[src/rtl/lector_rtc.sv]
// lector_rtc: periodic reader of the RTC multiplexed AD bus.
// Every PERIODO_LECTURA cycles it latches the RTC registers into the chip's
// read buffer, reads nine time/date/chronometer registers into shadows and,
// once the whole sweep is done, publishes them together with a one-cycle
// nuevo_dato strobe. nuevo_dato is a plain pulse: there is no back-pressure,
// the consumer samples the nine outputs on the cycle it sees the pulse or
// any time later until the next pulse.
module lector_rtc #(
    parameter int T_FASE          = 10,
    parameter int PERIODO_LECTURA = 1000000
) (
    input  logic       reloj_nexys,
    input  logic       reset_interno,
    input  logic       pausa,
    input  logic [7:0] ad_in,
    output logic [7:0] ad_out,
    output logic       ad_oe,
    output logic       cs_n,
    output logic       rd_n,
    output logic       wr_n,
    output logic       a_d,
    output logic [7:0] s_oro,
    output logic [7:0] m_oro,
    output logic [7:0] h_oro,
    output logic [7:0] giorno,
    output logic [7:0] messe,
    output logic [7:0] agno,
    output logic [7:0] secondo,
    output logic [7:0] minute,
    output logic [7:0] ora,
    output logic       nuevo_dato,
    output logic       ocupado,
    output logic [2:0] estado_dbg
);

    localparam int AF = (T_FASE > 1) ? $clog2(T_FASE) : 1;
    localparam int AP = (PERIODO_LECTURA > 1) ? $clog2(PERIODO_LECTURA) : 1;
    localparam logic [AF-1:0] FASE_FIN    = AF'(T_FASE - 1);
    localparam logic [AP-1:0] PERIODO_FIN = AP'(PERIODO_LECTURA - 1);
    localparam logic [3:0]    INDICE_FIN  = 4'd9;

    typedef enum logic [2:0] {
        ESPERA = 3'd0,
        DIR    = 3'd1,
        PAUSA1 = 3'd2,
        DATO   = 3'd3,
        PAUSA2 = 3'd4,
        COMMIT = 3'd5
    } estado_t;

    estado_t       estado;
    logic [AF-1:0] cnt_fase;
    logic [AP-1:0] cnt_periodo;
    logic [3:0]    indice;
    logic          solicitud;
    logic [7:0]    sombra [9];
    logic          fin_fase;
    logic          envolver;

    // Register address for each transaction of the sweep; index 0 is the
    // buffer-transfer write, the rest are the nine reads in output order.
    function automatic logic [7:0] dir_de(input logic [3:0] i);
        case (i)
            4'd0:    dir_de = 8'hF0;
            4'd1:    dir_de = 8'h21;
            4'd2:    dir_de = 8'h22;
            4'd3:    dir_de = 8'h23;
            4'd4:    dir_de = 8'h24;
            4'd5:    dir_de = 8'h25;
            4'd6:    dir_de = 8'h26;
            4'd7:    dir_de = 8'h41;
            4'd8:    dir_de = 8'h42;
            4'd9:    dir_de = 8'h43;
            default: dir_de = 8'h00;
        endcase
    endfunction

    assign fin_fase   = (cnt_fase == FASE_FIN);
    assign envolver   = (cnt_periodo == PERIODO_FIN);
    assign estado_dbg = estado;

    // Free-running period counter; its wrap raises a sweep request.
    always_ff @(posedge reloj_nexys or posedge reset_interno) begin
        if (reset_interno) begin
            cnt_periodo <= '0;
        end else if (envolver) begin
            cnt_periodo <= '0;
        end else begin
            cnt_periodo <= cnt_periodo + AP'(1);
        end
    end

    // Sweep sequencer: bus strobes are registered and set on entry to each
    // phase, so the pins always match the current state.
    always_ff @(posedge reloj_nexys or posedge reset_interno) begin
        if (reset_interno) begin
            estado     <= ESPERA;
            cnt_fase   <= '0;
            indice     <= '0;
            solicitud  <= 1'b0;
            cs_n       <= 1'b1;
            rd_n       <= 1'b1;
            wr_n       <= 1'b1;
            a_d        <= 1'b0;
            ad_oe      <= 1'b0;
            ad_out     <= 8'h00;
            nuevo_dato <= 1'b0;
            ocupado    <= 1'b0;
            s_oro      <= 8'h00;
            m_oro      <= 8'h00;
            h_oro      <= 8'h00;
            giorno     <= 8'h00;
            messe      <= 8'h00;
            agno       <= 8'h00;
            secondo    <= 8'h00;
            minute     <= 8'h00;
            ora        <= 8'h00;
            for (int k = 0; k < 9; k++) begin
                sombra[k] <= 8'h00;
            end
        end else begin
            nuevo_dato <= 1'b0;
            case (estado)
                ESPERA: begin
                    if (solicitud && !pausa) begin
                        solicitud <= 1'b0;
                        indice    <= 4'd0;
                        cnt_fase  <= '0;
                        estado    <= DIR;
                        cs_n      <= 1'b0;
                        wr_n      <= 1'b0;
                        a_d       <= 1'b0;
                        ad_oe     <= 1'b1;
                        ad_out    <= dir_de(4'd0);
                        ocupado   <= 1'b1;
                    end
                end
                DIR: begin
                    if (fin_fase) begin
                        cnt_fase <= '0;
                        estado   <= PAUSA1;
                        cs_n     <= 1'b1;
                        wr_n     <= 1'b1;
                        ad_oe    <= 1'b0;
                    end else begin
                        cnt_fase <= cnt_fase + AF'(1);
                    end
                end
                PAUSA1: begin
                    if (fin_fase) begin
                        cnt_fase <= '0;
                        estado   <= DATO;
                        cs_n     <= 1'b0;
                        a_d      <= 1'b1;
                        if (indice == 4'd0) begin
                            wr_n   <= 1'b0;
                            ad_oe  <= 1'b1;
                            ad_out <= 8'h00;
                        end else begin
                            rd_n <= 1'b0;
                        end
                    end else begin
                        cnt_fase <= cnt_fase + AF'(1);
                    end
                end
                DATO: begin
                    if (fin_fase) begin
                        // RTC data is settled by the last cycle of the read strobe.
                        if (indice != 4'd0) begin
                            sombra[indice - 4'd1] <= ad_in;
                        end
                        cnt_fase <= '0;
                        estado   <= PAUSA2;
                        cs_n     <= 1'b1;
                        rd_n     <= 1'b1;
                        wr_n     <= 1'b1;
                        ad_oe    <= 1'b0;
                    end else begin
                        cnt_fase <= cnt_fase + AF'(1);
                    end
                end
                PAUSA2: begin
                    if (fin_fase) begin
                        cnt_fase <= '0;
                        if (indice == INDICE_FIN) begin
                            estado <= COMMIT;
                        end else if (pausa) begin
                            // Writer wants the bus: drop the partial sweep.
                            estado  <= ESPERA;
                            ocupado <= 1'b0;
                        end else begin
                            indice <= indice + 4'd1;
                            estado <= DIR;
                            cs_n   <= 1'b0;
                            wr_n   <= 1'b0;
                            a_d    <= 1'b0;
                            ad_oe  <= 1'b1;
                            ad_out <= dir_de(indice + 4'd1);
                        end
                    end else begin
                        cnt_fase <= cnt_fase + AF'(1);
                    end
                end
                COMMIT: begin
                    s_oro      <= sombra[0];
                    m_oro      <= sombra[1];
                    h_oro      <= sombra[2];
                    giorno     <= sombra[3];
                    messe      <= sombra[4];
                    agno       <= sombra[5];
                    secondo    <= sombra[6];
                    minute     <= sombra[7];
                    ora        <= sombra[8];
                    nuevo_dato <= 1'b1;
                    ocupado    <= 1'b0;
                    estado     <= ESPERA;
                end
                default: begin
                    estado <= ESPERA;
                end
            endcase
            // A wrap always leaves one request pending; extra wraps merge into it.
            if (envolver) begin
                solicitud <= 1'b1;
            end
        end
    end

endmodule

[config.mk]
export PLATFORM = sky130hd
export DESIGN_NAME = lector_rtc
export DESIGN_NICKNAME = d
export VERILOG_FILES = /design/src/rtl/lector_rtc.sv
export SDC_FILE = /design/constraint.sdc
export NUM_CORES = 1
export LEC_CHECK = 0
export ABC_AREA = 1
export CAP_MARGIN = 20
export CORE_ASPECT_RATIO = 1.2
export CORE_UTILIZATION = 55
export DETAILED_ROUTE_END_ITERATION = 10
export PLACE_DENSITY = 0.85
export SKIP_CTS_REPAIR_TIMING = 1
export SLEW_MARGIN = 20
export SYNTH_ARGS = -nofsm -noshare
export SYNTH_HDL_FRONTEND = slang
export SYNTH_SLANG_ARGS = --single-unit
[constraint.sdc]
create_clock -name reloj_nexys -period 17.7 [get_ports reloj_nexys]
set_input_delay 2.655 -clock reloj_nexys [delete_from_list [all_inputs] [get_ports reloj_nexys]]
set_output_delay 2.655 -clock reloj_nexys [all_outputs]
set_load 0.02 [all_outputs]
==> out/qor.txt <==
Required @ worst endpoint -> 18.21 ns
Top FF cell, synth -> dfrtp_1
initial antenna violation count -> 0
Max Cap Viol -> 0
register area share after synthesis -> 57.7%
non-filler cells, final -> 1283
Placed Cells -> 1251
Max VDD drop -> 105 µV
setup TNS -> 0 ns
via/cell ratio -> 5.24
Synth Area in Adders -> 1.83%
Post-synth EDFFs -> 0
Routed Wire Length -> 18600 µm
Overflow after GRT -> 0
die height -> 136 µm
CP arrival -> 5.08 ns
headroom to the max-slew limit -> 33.2%
worst r2r path cells -> 6
via count -> 6722
R2R Path End -> h_oro[2]$_DFFE_PP0P_
DRC Markers -> 0
worst setup path start -> reset_interno
outcome -> complete, no violations
die boundary width -> 114 µm
gpl congestion -> 0.881
share of the synthesized area in the top cell type -> 56.7%
design area -> 9880 µm²
switching share of power -> 37.1%
wire per inst -> 14.5 µm
H-Tree Depth -> 4
number of buffers created by CTS -> 17
die area -> 15400 µm²
Cells after Synth -> 986
Final min period -> 4.57 ns
Layout area overhead -> 20.4%
clk slew on worst S/H paths -> 0.07 ns
# rows -> 48
worst skew pair latency -> 0.43 ns
fin nets -> 1093
NetSw -> 0.586 mW
Avg Cell Area, Syn -> 8.32 µm²
Ant. Diodes -> 0
layout cell share with drive strength beyond 1 -> 5.26%
CTS tree -> yes
critical path class -> input pin to async pin
largest family of logic cells by synthesized area -> simple AND/OR/NAND/NOR gates
Core Region -> 14500 µm²
Logic pwr share -> 38.2%
Initial Utilization -> 56.7%
post-route ant nets -> 0
area leader, netlist -> dfrtp_1
final-report setup violation count -> 0
final worst setup slack -> 13.13 ns
P per Cell Area -> 160 nW/µm²
Final Hold Violating Endpoints -> 0
Yosys reg bits -> 189
post-synthesis compound-gate area fraction -> 2.03%
hold depth -> 2
kind of end point of the critical path -> async pin
Synth Cell Area -> 8210 µm²
Worst setup SP type -> input pin
Syn Nets -> 1009
Max Root-Sink Buffers -> 2
number of global-route vias before repair -> 6493
Layout Skew -> 0.00822 ns
gr usage total -> 26.1%
post-synthesis mux area share -> 0.122%
Static Leak -> 4.80 nW
crit-path max FO -> 70
Unique masters post-synth -> 29
count of input and output buffers -> 99
Int Pwr -> 0.993 mW
Crit Reg-Reg Startpoint -> estado_dbg[2]$_DFFE_PP0P_
most used standard cell by instance count after synthesis -> nand2_1
clock network power share -> 23.5%
flop2flop setup slack -> 14.67 ns
Ports -> 101
Slew @ Worst Pin -> 1.00 ns
placed cell area -> 9310 µm²
Async S/R FF share, synth -> 100%
CTS root buffer -> clkbuf_16
final period utilization -> 25.8%
YS warnings -> 0
DRT Pass-1 Iters -> 7
pre-CTS setup slack -> 12.56 ns
Hold Crit Class -> flip-flop to flip-flop
global-route wire length before repair -> 31200 µm
largest net degree at the start of global routing -> 75
post-DP HPWL -> 11900 µm
RSZ-0062 raised after global routing -> no
most common library cells after synthesis -> 475 x nand2_1, 186 x dfrtp_1, 104 x nand3_1, 48 x inv_1, 41 x nor2_1
XOR/XNOR Fraction of Synth Area -> 1.17%
Area contributors post-synth -> dfrtp_1 57%, nand2_1 22%, nand3_1 6.3%
achievable frequency -> 219 MHz
Sink Count -> 189
Hold Startpoint -> wr_n$_DFFE_PP1P_
Post-Synth Simple-Gate Area -> 32.5%
register share of total power -> 38.2%
initial DRC count -> 567
Hold Path Sink -> wr_n$_DFFE_PP1P_
Slew Viols, Final -> 0
Total Power -> 1.58 mW
[registers in the layout, summed over array words and instances, names as in the netlist]
register,flops
m_oro,8
cs_n,1
s_oro,8
ad_out,6
agno,8
nuevo_dato,1
secondo,8
solicitud,1
a_d,1
ocupado,1
minute,8
messe,8
rd_n,1
cnt_periodo,20
estado_dbg,3
sombra,72
wr_n,1
h_oro,8
ora,8
indice,4
ad_oe,1
giorno,8
cnt_fase,4
[per-stage QoR]
stage,utilization (%),hold slack (ns)
final,68.3,0.466
after global routing,68.3,0.486
after CTS,68.3,0.467
after detailed placement,64.3,0.456
after global placement,64.3,0.453
after floorplan,-,0.442
[power groups by stage]
stage	clock [mW]	combinational (mW)	sequential [mW]
2_1_floorplan	0	0.235	0.716
3_3_place_gp	0	0.589	0.608
3_5_place_dp	0	0.604	0.610
4_1_cts	0.378	0.608	0.604
5_1_grt	0.395	0.665	0.614
6_report	0.372	0.604	0.603
[logic make-up (layout without fill, tap and decap cells)]
family / after synthesis / after routing
mux: 1 / 1
other cells: 1 / 1
compound gates: 32 / 32
flops: 189 / 189
buf+inv: 91 / 188
xor+xnor: 11 / 11
fa+ha+maj: 12 / 12
simple gates: 649 / 649
[critical path: stages]
cell and delay, ns:
clkdlybuf4s50_1 0.47, inv_6 0.47, buf_4 0.77, buf_4 0.65
[cell type report]
class	count	area, µm²
Clock buffer	18	429
Multi-Input combinational cell	706	3100
Tap cell	200	250
Inverter	52	201
Timing Repair Buffer	104	1030
Fill cell	1112	4590
Sequential cell	189	4730
Clock inverter	14	143
[routing by layer]
metal	track usage (%)	wire length [µm]	part of all wire [%]
met1	32.6	7800	42
met2	44.3	9220	50
met3	5.66	1060	5.7
met4	10.6	509	2.7
met5	0	0	0
[layout by cell type (no fill, tap or decap)]
cell type          n
nand2_1          475
a21oi_1            7
clkbuf_16         17
xnor2_1            2
o22ai_1            2
o21ai_1            1
inv_2              3
clkbuf_1           1
ha_1              12
nand4_4            1
a31oi_1            1
conb_1             1
clkdlybuf4s50_1   99
mux2i_1            1
dfstp_2            3
bufinv_16          2
dfrtp_1          186
nor2_2             4
inv_8              1
inv_6              2
clkinvlp_4         5
xor2_1             9
buf_4              5
o21ai_0           20
clkinv_2           6
nand3_1          104
o21bai_1           1
nand4_1           10
nor3_1             5
nor2_1            41
inv_1             47
nand3b_1           1
nor2_4             4
or2_2              3
nor3_2             1
[how the worst max path moves through the flow]
stage	cells after the start	end
finish	4	secondo[7]$_DFFE_PP0P_
CTS	4	secondo[7]$_DFFE_PP0P_
global route	4	secondo[7]$_DFFE_PP0P_
global placement	4	agno[3]$_DFFE_PP0P_
floorplan	1	a_d$_DFFE_PP0P_
detailed placement	4	agno[1]$_DFFE_PP0P_
(Power assumes the default switching activity.)
